**config.mk**
```make
export PLATFORM = sky130hd
export DESIGN_NAME = sonar_scheduler
export DESIGN_NICKNAME = d
export VERILOG_FILES = /design/src/rtl/sonar_scheduler.sv
export SDC_FILE = /design/constraint.sdc
export NUM_CORES = 1
export LEC_CHECK = 0
export BUFFER_PORTS_ARGS = -buffer_cell sky130_fd_sc_hd__clkbuf_2
export CAP_MARGIN = 15
export CORE_ASPECT_RATIO = 1.75
export CORE_UTILIZATION = 51
export CTS_CLUSTER_DIAMETER = 40
export CTS_CLUSTER_SIZE = 10
export DETAILED_ROUTE_END_ITERATION = 7
export GPL_TIMING_DRIVEN = 0
export PLACE_DENSITY = 0.76
export SLEW_MARGIN = 30
export SYNTH_ARGS = -nofsm -noshare
export SYNTH_HDL_FRONTEND = slang
export SYNTH_SLANG_ARGS = --single-unit
```
**constraint.sdc**
```tcl
create_clock -name clk -period 2.3 [get_ports clk]
set_input_delay 0.46 -clock clk [delete_from_list [all_inputs] [get_ports clk]]
set_output_delay 0.46 -clock clk [all_outputs]
set_load 0.1 [all_outputs]
```
**src/rtl/sonar_scheduler.sv**
```systemverilog
// sonar_scheduler: round-robin HC-SR04 trigger/echo scheduler driven by a 1 us tick enable.
// Publishes one {id, width, timeout} result per slot on a valid/ready port.
module sonar_scheduler #(
  parameter int NUM_SENSORS = 4,
  parameter int CLK_PER_US  = 40,
  parameter int TRIG_US     = 20,
  parameter int RISE_US     = 1000,
  parameter int MAX_US      = 3600,
  parameter int SLOT_US     = 15000
) (
  input  logic                           clk,
  input  logic                           reset,
  input  logic                           enable,
  input  logic [NUM_SENSORS-1:0]         echo,
  output logic [NUM_SENSORS-1:0]         trig,
  output logic [$clog2(NUM_SENSORS)-1:0] active_id,
  output logic                           busy,
  output logic                           result_valid,
  input  logic                           result_ready,
  output logic [$clog2(NUM_SENSORS)-1:0] result_id,
  output logic [$clog2(MAX_US+1)-1:0]    result_us,
  output logic                           result_timeout,
  output logic                           result_overrun
);
  localparam int IDW = $clog2(NUM_SENSORS);
  localparam int UW  = $clog2(MAX_US+1);
  localparam int SW  = $clog2(SLOT_US);
  localparam int PRW = $clog2(CLK_PER_US+1);
  localparam int PW  = $clog2(((RISE_US > TRIG_US) ? RISE_US : TRIG_US) + 1);

  typedef enum logic [2:0] {IDLE, TRIGGER, WAIT_RISE, MEASURE, HOLD} state_t;

  state_t           state_q, state_d;
  logic [PRW-1:0]   pre_q;
  logic             tick;
  logic [NUM_SENSORS-1:0] echo_m, echo_s;
  logic             echo_a;
  logic [SW-1:0]    slot_q;
  logic [PW-1:0]    phase_q;
  logic [UW-1:0]    width_q;
  logic [IDW-1:0]   next_id, sel_id;
  logic             start, trig_off, phase_clr, width_set, width_inc, advance;
  logic             publish, pub_to;
  logic [UW-1:0]    pub_us;

  assign tick    = (pre_q == PRW'(CLK_PER_US-1));
  assign echo_a  = echo_s[active_id];
  assign busy    = (state_q != IDLE);
  assign next_id = (active_id == IDW'(NUM_SENSORS-1)) ? '0 : active_id + 1'b1;
  // A slot started straight out of HOLD belongs to the sensor after the current one.
  assign sel_id  = advance ? next_id : active_id;

  always_ff @(posedge clk or posedge reset) begin
    if (reset)     pre_q <= '0;
    else if (tick) pre_q <= '0;
    else           pre_q <= pre_q + 1'b1;
  end

  always_ff @(posedge clk or posedge reset) begin
    if (reset) begin
      echo_m <= '0;
      echo_s <= '0;
    end else begin
      echo_m <= echo;
      echo_s <= echo_m;
    end
  end

  always_comb begin
    state_d   = state_q;
    start     = 1'b0;
    trig_off  = 1'b0;
    phase_clr = 1'b0;
    width_set = 1'b0;
    width_inc = 1'b0;
    advance   = 1'b0;
    publish   = 1'b0;
    pub_to    = 1'b0;
    pub_us    = '0;
    if (tick) begin
      case (state_q)
        IDLE: if (enable) begin
          start   = 1'b1;
          state_d = TRIGGER;
        end
        TRIGGER: if (phase_q == PW'(TRIG_US-1)) begin
          trig_off  = 1'b1;
          phase_clr = 1'b1;
          state_d   = WAIT_RISE;
        end
        WAIT_RISE: begin
          if (echo_a) begin
            width_set = 1'b1;
            state_d   = MEASURE;
          end else if (phase_q == PW'(RISE_US-1)) begin
            publish = 1'b1;
            pub_to  = 1'b1;
            state_d = HOLD;
          end
        end
        MEASURE: begin
          if (!echo_a) begin
            publish = 1'b1;
            pub_us  = width_q;
            state_d = HOLD;
          end else if (width_q == UW'(MAX_US-1)) begin
            publish = 1'b1;
            pub_us  = UW'(MAX_US);
            pub_to  = 1'b1;
            state_d = HOLD;
          end else begin
            width_inc = 1'b1;
          end
        end
        HOLD: if (slot_q == SW'(SLOT_US-1)) begin
          advance = 1'b1;
          if (enable) begin
            start   = 1'b1;
            state_d = TRIGGER;
          end else begin
            state_d = IDLE;
          end
        end
        default: state_d = IDLE;
      endcase
    end
  end

  always_ff @(posedge clk or posedge reset) begin
    if (reset) begin
      state_q   <= IDLE;
      active_id <= '0;
      trig      <= '0;
      slot_q    <= '0;
      phase_q   <= '0;
      width_q   <= '0;
    end else begin
      state_q <= state_d;
      if (advance) active_id <= next_id;
      if (start)         trig <= NUM_SENSORS'(1) << sel_id;
      else if (trig_off) trig <= '0;
      // Slot counter saturates so a slot can never wrap past its end.
      if (start) slot_q <= '0;
      else if (tick && busy && slot_q != SW'(SLOT_US-1)) slot_q <= slot_q + 1'b1;
      if (start || phase_clr) phase_q <= '0;
      else if (tick && (state_q == TRIGGER || state_q == WAIT_RISE)) phase_q <= phase_q + 1'b1;
      if (width_set)      width_q <= UW'(1);
      else if (width_inc) width_q <= width_q + 1'b1;
    end
  end

  always_ff @(posedge clk or posedge reset) begin
    if (reset) begin
      result_valid   <= 1'b0;
      result_id      <= '0;
      result_us      <= '0;
      result_timeout <= 1'b0;
      result_overrun <= 1'b0;
    end else if (publish) begin
      result_valid   <= 1'b1;
      result_id      <= active_id;
      result_us      <= pub_us;
      result_timeout <= pub_to;
      if (result_valid && !result_ready) result_overrun <= 1'b1;
    end else if (result_valid && result_ready) begin
      result_valid <= 1'b0;
    end
  end
endmodule

```
==> flow_metrics.tcl <==
set metrics [dict create \
    layout_min_cycle_time_ns 2.23 \
    route.detailed.wl_per_inst_microns 14.9 \
    worst_setup_path_end_kind "register" \
    final_max_slew_violation_count 0 \
    clk_path_buf_depth 2 \
    synthesis.yosys.warnings 0 \
    synth.yosys.seq_area_share_pct 49.9 \
    syn_area_sq_um 3810 \
    ff2ff_setup_slack_ns 0.07 \
    first_pass_grt_wire_length_microns 13800 \
    dp_cells 496 \
    die_height_microns 116 \
    r2r_cells 7 \
    critPathRequiredTime_ns 2.52 \
    first_global_vias 3042 \
    worst_r2r_startpoint "pre_q[0]" \
    drt_wl_total_microns 7740 \
    layout_common_cells "sky130_fd_sc_hd__dfrtp_1 (72), sky130_fd_sc_hd__nand2_1 (39), sky130_fd_sc_hd__nor2_1 (35), sky130_fd_sc_hd__clkbuf_2 (33), sky130_fd_sc_hd__nand3_1 (16)" \
    placement.cell_area_sq_um 4140 \
    ant_nets 0 \
    grt-ovfl-total 0 \
    power.share.clock_pct 49.0 \
    placeableCoreArea_sq_um 7230 \
    cap_viol_max_count 0 \
    via_count 2970 \
    row_count 41 \
    drt_iter0_drc 252 \
    crit_path_max_fanout 7 \
    rsz0062_at_grt "true" \
    run_status "completed" \
    fin_total_pwr_mw 2.84 \
    finalSetupViolCount 0 \
    worstReg2RegEnd "trig[0]" \
    final_core_util_pct 63.4 \
    synthDominantCellAreaShare_pct 49.9 \
    place.detailed.hpwl_microns 5360 \
    synthDistinctLibCells 55 \
    cts.clk_slew.worst_paths_ns 0.05 \
    tritoncts.num_buffers 9 \
    cts_root_buffer "sky130_fd_sc_hd__clkbuf_16" \
    globalplace.congestion 0.887 \
    switching_power_mw 0.587 \
    htree_num_levels 3 \
    initial_util_pct 52.7 \
    most_common_cell_after_layout_fill_and_taps_aside "sky130_fd_sc_hd__dfrtp_1" \
    maxClockFrequency_mhz 448 \
    post-synth-top-area-cell "sky130_fd_sc_hd__dfrtp_1" \
    syn-mean-instance-area_sq_um 10.1 \
    drt-pass1-iter-count 4 \
    design.final.nets 441 \
    tritoncts "built" \
    antenna_cells_inserted 0 \
    clock_insertion_delay_worst_skew_ns 0.34 \
    design.die.area_sq_um 7840 \
    io_pins 32 \
    combPwrFrac_pct 2.6 \
    crit_path_start_kind "register" \
    power_density_nw_per_um2 619 \
    syn_inst 377 \
    grt_max_degree 29 \
    fin_cells 519 \
    switching_share_pct 20.7 \
    clock-skew-final_ns 0.00841 \
    die_width_microns 67.4 \
    route.detailed.vias_per_inst 5.72 \
    drc_errors 0 \
    antenna_found_initial 0 \
    synth-seq-cells 76 \
    cts_hold_repair.buffers 0 \
    stdcell_area_sq_um 4590 \
    cp_data_arrival_time_ns 2.45 \
    synth_top_cells_by_area "sky130_fd_sc_hd__dfrtp_1 (50%), sky130_fd_sc_hd__nand2_1 (3.8%), sky130_fd_sc_hd__nor2_1 (3.4%), sky130_fd_sc_hd__xnor2_1 (3.4%), sky130_fd_sc_hd__xor2_1 (3.4%)" \
    port_buffers 31 \
    synth_nets 390 \
    crit_path_category "reg2reg" \
    fin_crit_sh_pct 97.1 \
    grtUsageTotal_pct 23.8 \
    max_slew.worst_pin.slew_ns 0.773 \
    power_report.internal_total_mw 2.25 \
    drive_gt1_share_pct 22.6 \
    slew-limit-headroom_pct 48.0 \
    hold_path_class "in2async" \
    seq_power_share_pct 48.4 \
    synthToLayoutAreaGrowth_pct 20.3 \
    clock_sink_count 76 \
    hold_viol 0 \
    ir_drop_mv 0.552 \
    static-leakage-power_nw 2.15 \
]
-- metrics by stage --
| stage | TNS (ns) | hold slack [ns] | setup slack (ns) |
|---|---|---|---|
| floorplan | 0 | 0.331 | 0.0257 |
| global placement | -2.19 | 0.333 | -0.177 |
| detailed placement | -2.92 | 0.336 | -0.203 |
| CTS | -0.0129 | 0.170 | -0.00819 |
| global route | -0.0364 | 0.214 | -0.0117 |
| finish | 0 | 0.158 | 0.0664 |
-- how the worst max path moves through the flow --
stage | cells past startpoint | endpoint | start
finish | 7 | trig[0] | pre_q[0]
global route | 6 | result_us[2] | active_id[0]
CTS | 7 | slot_q[5] | pre_q[0]
detailed placement | 8 | state_q[0] | slot_q[0]
global placement | 8 | state_q[0] | slot_q[0]
floorplan | 6 | state_q[0] | active_id[0]
-- critical path, stage by stage, from the launching register on --
cell,delay (ns)
sky130_fd_sc_hd__dfrtp_2,0.41
sky130_fd_sc_hd__ha_4,0.17
sky130_fd_sc_hd__nand4b_4,0.14
sky130_fd_sc_hd__or4_4,0.47
sky130_fd_sc_hd__or3_1,0.34
sky130_fd_sc_hd__buf_6,0.15
sky130_fd_sc_hd__mux2_4,0.29
sky130_fd_sc_hd__o2bb2ai_1,0.12
-- what timing repair did --
action                     4_1_cts  5_1_grt
resized for setup                5       18
setup buffers                    3        5
pin swaps                        2        3
setup endpoints to repair       23       37
-- sequential cells by signal (all words and copies together) (netlist names), 2 cells and up --
register   cells
active_id      2
result_us     12
state_q        3
echo_s         4
result_id      2
slot_q        14
pre_q          6
width_q       12
phase_q       10
echo_m         4
trig           4
-- cell type report --
cell class / instances / area (sq um)
Clock inverter: 4 / 48.8
Buffer: 17 / 88.8
Tap cell: 86 / 108
Timing Repair Buffer: 41 / 263
Sequential cell: 76 / 1910
Clock buffer: 12 / 246
Fill cell: 565 / 2650
Inverter: 15 / 60.1
Multi-Input combinational cell: 268 / 1860
-- cells in the mapped netlist, drive strengths merged --
cell type,n
o2bb2ai,5
nand2b,6
ha,5
and3b,1
or4,4
nor3b,2
nor2,35
or3,7
mux2,7
nor4bb,2
a21oi,12
xor2,15
o2111ai,1
nand4,15
nand2,39
nor4,9
and3,6
nand4b,4
and4,4
nand3,16
o31ai,2
a211oi,5
nor2b,5
buf,9
nor4b,1
o21a,1
dfrtp,76
clkbuf,9
o311ai,1
o21bai,2
mux4,1
and2,2
a211o,1
mux2i,5
xnor2,15
a221o,1
o21ai,14
a21o,2
inv,15
or4b,1
nor3,13
or4bb,1
-- power by group through the flow --
stage	logic, mW	clock network (mW)	registers, mW
floorplan	0.0486	0	1.39
global placement	0.0655	0	1.40
detailed placement	0.0758	0	1.40
CTS	0.0759	1.42	1.38
global route	0.0873	1.47	1.38
finish	0.0743	1.39	1.38
-- routing by layer --
| layer | global-route usage (%) | share of wire (%) |
|---|---|---|
| met3 | 6.05 | 3.4 |
| met5 | 0 | 0 |
| met4 | 14.0 | 3.5 |
| met1 | 25.6 | 39 |
| met2 | 40.9 | 54 |
-- logic make-up (layout without fill, tap and decap cells) --
group / after synthesis / after routing / share of synthesized area, %
flip-flops: 76 / 76 / 49.9
buffers and inverters: 33 / 89 / 3.77
AND/OR/NAND/NOR: 173 / 173 / 25.0
XOR/XNOR: 30 / 30 / 6.89
adder cells (fa/ha/maj): 5 / 5 / 1.64
AO/OA/AOI/OAI: 47 / 47 / 8.60
multiplexers: 13 / 13 / 4.17
Power figures use the tool's default switching activity.
